==> src/rtl/dram_fetch.sv <==
// Burst read engine: issues single-word DRAM reads under a credit limit and
// streams the returned words, in order, out of an internal FIFO.

// Generic FIFO with a combinational head read.
// Latency: a pushed word is visible at the head on the cycle after the push.
// Backpressure: a push into a full FIFO is accepted only alongside a pop.
module dram_fetch_fifo #(
  parameter int WIDTH = 32,
  parameter int DEPTH = 8
) (
  input  logic                   clk,
  input  logic                   srstn,
  input  logic                   push_i,
  input  logic [WIDTH-1:0]       push_dat_i,
  input  logic                   pop_i,
  output logic [WIDTH-1:0]       head_dat_o,
  output logic [$clog2(DEPTH):0] count_o
);
  localparam int AW = $clog2(DEPTH);

  logic [WIDTH-1:0] mem_q [DEPTH];
  logic [AW-1:0]    wr_ptr_q;
  logic [AW-1:0]    rd_ptr_q;
  logic [AW:0]      count_q;
  logic             do_push;
  logic             do_pop;

  // DEPTH is a power of two, so the count MSB alone flags full.
  always_comb begin
    do_pop  = pop_i && (count_q != '0);
    do_push = push_i && (!count_q[AW] || do_pop);
  end

  always_ff @(posedge clk or negedge srstn) begin
    if (!srstn) begin
      wr_ptr_q <= '0;
      rd_ptr_q <= '0;
      count_q  <= '0;
    end else begin
      if (do_push) wr_ptr_q <= wr_ptr_q + 1'b1;
      if (do_pop)  rd_ptr_q <= rd_ptr_q + 1'b1;
      count_q <= count_q + {{AW{1'b0}}, do_push} - {{AW{1'b0}}, do_pop};
    end
  end

  always_ff @(posedge clk) begin
    if (do_push) mem_q[wr_ptr_q] <= push_dat_i;
  end

  assign head_dat_o = mem_q[rd_ptr_q];
  assign count_o    = count_q;
endmodule

// Burst fetch controller.
// Latency: first request 1 cycle after start; output 1 cycle after each return.
// Backpressure: requests stop once buffered plus outstanding words fill the FIFO.
module dram_fetch #(
  parameter int DATA_WIDTH = 32,
  parameter int ADDR_WIDTH = 18,
  parameter int LEN_WIDTH  = 16,
  parameter int DEPTH      = 8
) (
  input  logic                  clk,
  input  logic                  srstn,
  input  logic                  start,
  input  logic [ADDR_WIDTH-1:0] base_addr,
  input  logic [LEN_WIDTH-1:0]  len,
  output logic                  busy,
  output logic                  done,
  output logic                  dram_en_rd,
  output logic [ADDR_WIDTH-1:0] dram_addr_rd,
  input  logic                  dram_valid,
  input  logic [DATA_WIDTH-1:0] dram_data,
  output logic                  out_valid,
  input  logic                  out_ready,
  output logic [DATA_WIDTH-1:0] out_data
);
  localparam int IW = $clog2(DEPTH) + 1;

  typedef enum logic [1:0] {S_IDLE, S_ISSUE, S_DRAIN, S_DONE} state_t;

  state_t                state_q;
  logic                  busy_q;
  logic                  done_q;
  logic                  en_q;
  logic [ADDR_WIDTH-1:0] addr_q;
  logic [LEN_WIDTH-1:0]  issue_left_q;
  logic [LEN_WIDTH-1:0]  deliver_left_q;
  logic [IW-1:0]         inflight_q;
  logic [IW-1:0]         inflight_d;
  logic [IW-1:0]         fifo_cnt;
  logic                  ret;
  logic                  pop;
  logic                  accept;
  logic                  issue_ok;
  logic                  credit_ok;
  int                    occ;

  // A pop this cycle frees a slot by the time a new request could return.
  always_comb begin
    ret       = dram_valid && (inflight_q != '0);
    pop       = out_valid && out_ready;
    occ       = int'(fifo_cnt) + int'(inflight_q) - int'(pop);
    credit_ok = occ < DEPTH;
    accept    = (state_q == S_IDLE) && start && (len != '0);
    issue_ok  = (state_q == S_ISSUE) && (issue_left_q != '0) && credit_ok;
    inflight_d = inflight_q + IW'(accept || issue_ok) - IW'(ret);
  end

  always_ff @(posedge clk or negedge srstn) begin
    if (!srstn) begin
      state_q        <= S_IDLE;
      busy_q         <= 1'b0;
      done_q         <= 1'b0;
      en_q           <= 1'b0;
      addr_q         <= '0;
      issue_left_q   <= '0;
      deliver_left_q <= '0;
      inflight_q     <= '0;
    end else begin
      inflight_q <= inflight_d;
      if (pop) deliver_left_q <= deliver_left_q - LEN_WIDTH'(1);
      case (state_q)
        S_IDLE: begin
          en_q   <= 1'b0;
          done_q <= 1'b0;
          if (start) begin
            busy_q <= 1'b1;
            if (len != '0) begin
              state_q        <= (len == LEN_WIDTH'(1)) ? S_DRAIN : S_ISSUE;
              en_q           <= 1'b1;
              addr_q         <= base_addr;
              issue_left_q   <= len - LEN_WIDTH'(1);
              deliver_left_q <= len;
            end else begin
              state_q <= S_DONE;
              done_q  <= 1'b1;
            end
          end
        end
        S_ISSUE: begin
          en_q <= issue_ok;
          if (issue_ok) begin
            addr_q       <= addr_q + ADDR_WIDTH'(1);
            issue_left_q <= issue_left_q - LEN_WIDTH'(1);
            if (issue_left_q == LEN_WIDTH'(1)) state_q <= S_DRAIN;
          end
        end
        S_DRAIN: begin
          en_q <= 1'b0;
          if ((deliver_left_q == '0) || (pop && deliver_left_q == LEN_WIDTH'(1))) begin
            state_q <= S_DONE;
            done_q  <= 1'b1;
          end
        end
        S_DONE: begin
          state_q <= S_IDLE;
          done_q  <= 1'b0;
          busy_q  <= 1'b0;
        end
        default: state_q <= S_IDLE;
      endcase
    end
  end

  dram_fetch_fifo #(
    .WIDTH (DATA_WIDTH),
    .DEPTH (DEPTH)
  ) u_fifo (
    .clk        (clk),
    .srstn      (srstn),
    .push_i     (ret),
    .push_dat_i (dram_data),
    .pop_i      (pop),
    .head_dat_o (out_data),
    .count_o    (fifo_cnt)
  );

  assign busy         = busy_q;
  assign done         = done_q;
  assign dram_en_rd   = en_q;
  assign dram_addr_rd = addr_q;
  assign out_valid    = (fifo_cnt != '0);
endmodule

==> config.mk <==
export PLATFORM = sky130hd
export DESIGN_NAME = dram_fetch
export DESIGN_NICKNAME = d
export VERILOG_FILES = /design/src/rtl/dram_fetch.sv
export SDC_FILE = /design/constraint.sdc
export NUM_CORES = 1
export LEC_CHECK = 0
export ABC_AREA = 1
export BUFFER_PORTS_ARGS = -buffer_cell sky130_fd_sc_hd__buf_2
export CORE_MARGIN = 2
export CORE_UTILIZATION = 28
export CTS_CLUSTER_SIZE = 28
export DETAILED_ROUTE_END_ITERATION = 10
export PLACE_DENSITY = 0.41
export SETUP_SLACK_MARGIN = 0.2
export SLEW_MARGIN = 15
export SYNTH_ARGS = -nofsm -noshare
export SYNTH_HDL_FRONTEND = slang
export SYNTH_SLANG_ARGS = --single-unit
==> constraint.sdc <==
create_clock -name clk -period 3.86 [get_ports clk]
set_input_delay 0.386 -clock clk [delete_from_list [all_inputs] [get_ports clk]]
set_output_delay 0.386 -clock clk [all_outputs]
set_load 0.01 [all_outputs]
======== Word-level counts from Yosys, hierarchy flattened ========
Memories as Yosys holds them, arrays and structs flattened.
Index checks and enable logic that the tools add are counted.
word-level totals
  flip-flop bits (word level) ............. 69
  bits in writable memories ............... 256
  bits of input ports ..................... 71
  output and inout bits ................... 54
  logic and storage cells ................. 93
  memories ................................ 1
memories
  memory        words  width  read ports  clocked after memory_dff  write ports  line  text
  u_fifo.mem_q  8      32     1           0                         1            21    logic [WIDTH-1:0] mem_q [DEPTH];
cells by class
  add/sub/neg operators ................... 12
  magnitude comparators ................... 1
  eq/ne operators ......................... 11
  multiplexer cells ....................... 30
  reductions and logical operators ........ 27
operator list
  operator                 number
  $mux W16                 7
  $mux W18                 3
  $eq A16 B1 Y1 const B    3
  $sub A16 B1 Y16 const B  3
  $pmux W18 S2             1
  $pmux W16 S2             1
  $reduce_bool A16 Y1      2
  $add A18 B1 Y18 const B  1
  $logic_not A16 Y1        1
  $mux W2                  6
  $logic_and A1 B1 Y1      9
  $add A4 B1 Y4            2
  $mux W1                  8
  $pmux W2 S4              1
  $reduce_and A4 Y1        2
  $reduce_bool A4 Y1       2
  $sub A4 B1 Y4            2
  $add A3 B1 Y3 const B    2
  $lt A6 B5 Y1 const B     1
  $ne A2 B2 Y1 const B     3
  $pmux W1 S3              2
  $reduce_bool A3 Y1       2
  $sub A5 B1 Y6            1
  $add A4 B4 Y5            1
  other kinds (9)          15

======== Logic depth before layout (Yosys ltp) ========
  depth in word-level cells ............... 8
  gate-level depth with buffers ........... 21
  depth with buffers taken out ............ 21

======== Hierarchy ========
A second synthesis with hierarchy kept.
second synthesis, totals
  cells, all modules ...................... 1697
  area total of the unflattened synthesis .. 15831.4 µm²
by module, submodules not included
  module           instances  cells an instance  area an instance (µm²)  sequential area each (µm²)
  dram_fetch_fifo  1          926                10879.2                 7937.6
  dram_fetch       1          771                4952.2                  1476.4

======== Least setup slack after synthesis ========
OpenSTA, ideal clock, no wires.
  path type ............................... reg-to-reg
  start ................................... register u_fifo.count_q[2] (netlist: u_fifo.count_o[2])
  end ..................................... memory u_fifo.mem_q[0][0] (enable)
  library setup time ...................... 421 ps
  arrival time ............................ 2707 ps
  required time ........................... 3439 ps
  slack ................................... 732 ps
  stages on the path, launching flop included .. 9
  path buffers ............................ 0
  period minus slack after synthesis ...... 3128 ps
  cell sequence ........................... dfrtp_1 > inv_1 > ha_1 > nand3_1 > nand2_1 > clkinv_1 > o21ai_1 > or2_2 > nor2_1
between the ends
  longest elaborated chain between the ends .. 7
ends and longest elaborated chain
  what                             line  text
  from (decl)                      24    logic [AW:0] count_q;
  from (signal assigned)           42    count_q <= count_q + {{AW{1'b0}}, do_push} - {{AW{1'b0}}, do_pop};
  $reduce_bool A4 Y1 *             183   assign out_valid = (fifo_cnt != '0);
  via out_valid                    74    output logic out_valid,
  $logic_and A1 B1 Y1              102   pop = out_valid && out_ready;
  $logic_and A1 B1 Y1 *            30    do_pop = pop_i && (count_q != '0);
  via u_fifo.do_pop                26    logic do_pop;
  $logic_or A1 B1 Y1 *             31    do_push = push_i && (!count_q[AW] || do_pop);
  $logic_and A1 B1 Y1 *            31
  $mux W1 *                        47    if (do_push) mem_q[wr_ptr_q] <= push_dat_i;
  $mux W1 (not written as such) *  47
  to (decl)                        21
The timed path passes the listed nets; every way through them passes the cells marked *.

======== Worst setup path in the final report ========
  start ................................... register u_fifo.count_q[3] (netlist: u_fifo.count_o[3])
  end ..................................... register inflight_q[2]
between the ends
  longest elaborated chain between the ends .. 8
  elaborated cells on any way between the ends .. 9
  classes of those cells .................. add/sub: 4; order compare: 1; reduce/logical: 4
ends and longest elaborated chain
  what                                                                   line  text
  parallel branches: the longest is 2 deep, another holds $add A4 B4 Y5  -
  $sub A5 B1 Y6 *                                                        103   occ = int'(fifo_cnt) + int'(inflight_q) - int'(pop);
  $lt A6 B5 Y1 *                                                         104   credit_ok = occ < DEPTH;
  $logic_and A1 B1 Y1 *                                                  106   issue_ok = (state_q == S_ISSUE) && (issue_left_q != '0) && credit_ok;
  $logic_or A1 B1 Y1 *                                                   107   inflight_d = inflight_q + IW'(accept || issue_ok) - IW'(ret);
  $add A4 B1 Y4 *                                                        107
  $sub A4 B1 Y4 *                                                        107
  via inflight_d[2]                                                      90    logic [IW-1:0] inflight_d;
  to (signal assigned)                                                   121   inflight_q <= inflight_d;
  to (decl)                                                              89    logic [IW-1:0] inflight_q;
Mark *: on every way through the listed nets, which the timed path passes.
A chain may end at the register's enable or synchronous reset.

==> flow_metrics.py <==
metrics = {
    "status": {
        "status": "finished, violations left",
        "violations": "hold timing",
    },
    "routing": {
        "drtAntennaViolNets": 0,
        "drt-initial-drc-count": 525,
        "wl_per_cell_um": 17.4,
        "drc": 0,
        "dr.pass1.iters": 5,
        "via_count": 11202,
        "viasPerCell": 4.69,
        "wirelength_um": 41600,
    },
    "sta": {
        "period_minus_slack_ps": 3140,
        "fin_crit_sh_pct": 81.3,
        "fin_tns_setup_ps": 0,
        "worstMarginPinSlew_ps": 995,
        "hold_violations": 5,
        "hold_ws_ps": -19.2,
        "rsz0062_at_grt": "no",
        "slew_violations": 0,
        "fmax_mhz": 319,
        "slew_headroom_pct": 33.7,
        "finalSetupViolCount": 0,
        "finClkSkew_ps": 32.4,
    },
    "final_layout": {
        "fin_nets": 1765,
        "stdcell_count": 2386,
        "fillCellCount": 5594,
        "drive_gt1_share_pct": 14.0,
        "fin_util_pct": 33.4,
        "diodes": 0,
        "area_growth_pct": 18.4,
    },
    "power": {
        "p_leak_uw": 0.00701,
        "p_total_uw": 14500,
        "ir_drop_v": 0.000473,
        "power_density_nw_per_um2": 809,
    },
    "critical_path": {
        "critPathMaxStageDelay_ps": 380,
        "critPathRequiredTime_ps": 4290,
        "worst_setup_path_start_kind": "flop",
        "rrSetupSlack_ps": 720,
        "crit_chain": "inv_1, ha_1, nand3_1, nand2_1, clkinv_1, ha_1, inv_1, nand3_1, nand2_1, nand2_1, nand2_1, nand4_2, inv_1, nor2_1, ha_1, inv_1, ha_1, fa_1, xor2_1",
        "cp_top_family": "adder cells",
        "cp_slowest_cell": "fa_1",
        "r2r-end": "inflight_q[2]$_DFF_PN0_",
        "worst_ep_arrival_time_ps": 3570,
        "r2r-start": "u_fifo.count_o[3]$_DFF_PN0_",
        "critPathMaxFanout": 9,
        "path_class": "reg2reg",
        "endpoint_kind": "flop",
        "cp_num_buf_inv": 5,
        "rr_worst_depth": 19,
    },
    "floorplan": {
        "num_io_pins": 125,
        "fp.dieW_um": 237,
        "core_area_um2": 53600,
        "die_y_um": 237,
        "dieArea_um2": 55900,
        "start_util_pct": 28.2,
        "std_cell_rows": 85,
    },
    "clock_tree": {
        "cts_tree": "built",
        "clock_path_buffers": 3,
        "h-tree-depth": 2,
        "post_cts_buffers": 0,
        "cts_sinks": 325,
        "cts_made_buffers": 41,
        "cts_root_buf": "clkbuf_16",
        "hold_buffers": 0,
        "path_clk_slew_ps": 60,
        "cts.repair.resized": 0,
        "worst_skew_pair.late_latency_ps": 570,
    },
    "yosys": {
        "synthTopCellsByCount": "nor2_1, nand2_1, edfxtp_1",
        "ys_seq_area_share_pct": 62.2,
        "ys_ff_latch": 325,
        "synthCells": 1538,
        "yosysWarnings": 0,
        "synth-main-ff-cell": "edfxtp_1",
        "async_flop_share_pct": 21.2,
        "yosysTopAreaCellShare_pct": 50.8,
        "synth_area_um2": 15100,
        "synth_enable_flop_cells": 256,
        "yosysMostFrequentCell": "nor2_1",
        "synth_area_leader_cell": "edfxtp_1",
        "synthTopCellsByArea": "edfxtp_1, dfrtp_1, nor2_1, nand2_1, o21ai_0",
        "syn_avg_cell_area_um2": 9.84,
        "synth_nets": 1642,
        "ys_types": 39,
    },
    "global_route": {
        "grt_max_degree": 130,
        "antenna_found_initial": 2,
        "groute.usage.overall_pct": 14.9,
        "grt_pass1_wl_um": 65500,
        "grt_overflow_total": 0,
        "grt_pass1_vias": 11202,
    },
    "place": {
        "port_buffers": 124,
        "dp_cells": 2314,
        "dpl.hpwl_um": 25400,
        "place.gp.congestion": 0.825,
    },
    "min_path": {
        "min_path_type": "in2async",
    },
    "run": {
        "maxCapViolCount": 0,
    },
}
## area by class of cell
type	instances	area [µm²]	area share (%)
clock buffer	58	1120	6.26
multi-input combinational	1056	5150	28.7
clock inverter	14	118	0.656
sequential	325	9420	52.6
tap	696	871	4.86
inverter	86	324	1.81
timing repair buffer	151	913	5.10
## per-layer routing
layer / routed length (µm) / vias to the layer above / track usage (%)
li1: - / 5524 / -
met1: 19300 / 5433 / 20.1
met2: 19800 / 178 / 24.6
met3: 1690 / 63 / 2.73
met4: 770 / 4 / 4.39
met5: 22 / - / 0
## metrics by stage
stage,setup slack [ps],hold slack [ps],area (µm²)
floorplan,732,90.4,15100
global placement,754,469,16700
detailed placement,710,474,16700
CTS,673,20.5,17900
global route,397,55.7,17900
finish,720,-19.2,17900
## logic make-up (layout without fill, tap and decap cells)
logic type      Yosys count  count (layout)  synth area share (%)
flops                   325             325                  62.2
simple gates            739             739                  20.0
mux                       1               1                0.0661
buf+inv                 157             309                  4.18
fa+ha+maj                33              33                  2.83
xor+xnor                 23              23                  1.33
compound gates          260             260                  9.37
## layout by cell type, fill, tap and decap left out, types with 12 or more instances in the layout
| cell type | instances |
|---|---|
| nand3_1 | 69 |
| xor2_1 | 12 |
| a31oi_1 | 39 |
| clkbuf_1 | 15 |
| a21oi_1 | 15 |
| o22ai_1 | 33 |
| nand4_1 | 34 |
| buf_2 | 123 |
| buf_4 | 21 |
| dfrtp_1 | 67 |
| edfxtp_1 | 256 |
| o21ai_0 | 161 |
| ha_1 | 31 |
| nand2_1 | 282 |
| nor2_1 | 323 |
| clkbuf_16 | 42 |
| inv_1 | 80 |
## worst max path at each step
stage / start / endpoint / slack, ps / cells after the start
6_report: u_fifo.count_o[3]$_DFF_PN0_ / inflight_q[2]$_DFF_PN0_ / 720 / 19
5_1_grt: u_fifo.count_o[3]$_DFF_PN0_ / inflight_q[2]$_DFF_PN0_ / 400 / 20
4_1_cts: u_fifo.rd_ptr_q[1]$_DFFE_PN0P_ / out_data[23] / 670 / 7
3_5_place_dp: u_fifo.count_o[3]$_DFF_PN0_ / inflight_q[2]$_DFF_PN0_ / 710 / 19
3_3_place_gp: u_fifo.count_o[2]$_DFF_PN0_ / inflight_q[2]$_DFF_PN0_ / 750 / 19
2_1_floorplan: u_fifo.count_o[2]$_DFF_PN0_ / u_fifo.mem_q[0][0]$_DFFE_PP_ / 730 / 8
## worst register-to-register path, stage by stage, from the launching register on
cell      delay [ps]
dfrtp_1          350
inv_1            100
ha_1             160
nand3_1          100
nand2_1          100
clkinv_1         230
ha_1             370
inv_1             80
nand3_1           60
nand2_1           60
nand2_1           50
nand2_1           70
nand4_2          110
inv_1            100
nor2_1            40
ha_1             270
inv_1             30
ha_1             190
fa_1             380
xor2_1           170
## flip-flops by register name, summed over array words and instances (netlist names)
| register | cells |
|---|---|
| busy | 1 |
| deliver_left_q | 16 |
| dram_en_rd | 1 |
| u_fifo.rd_ptr_q | 3 |
| done | 1 |
| u_fifo.count_o | 4 |
| dram_addr_rd | 18 |
| inflight_q | 4 |
| state_q | 2 |
| u_fifo.wr_ptr_q | 3 |
| issue_left_q | 16 |
| u_fifo.mem_q | 256 |
## report_power, final
group          internal [µW]  leakage, µW  switching, µW
Sequential              4530      0.00315            451
Combinational           1980      0.00325           3970
Clock                   2090     0.000602           1490
Power figures use the tool's default switching activity.
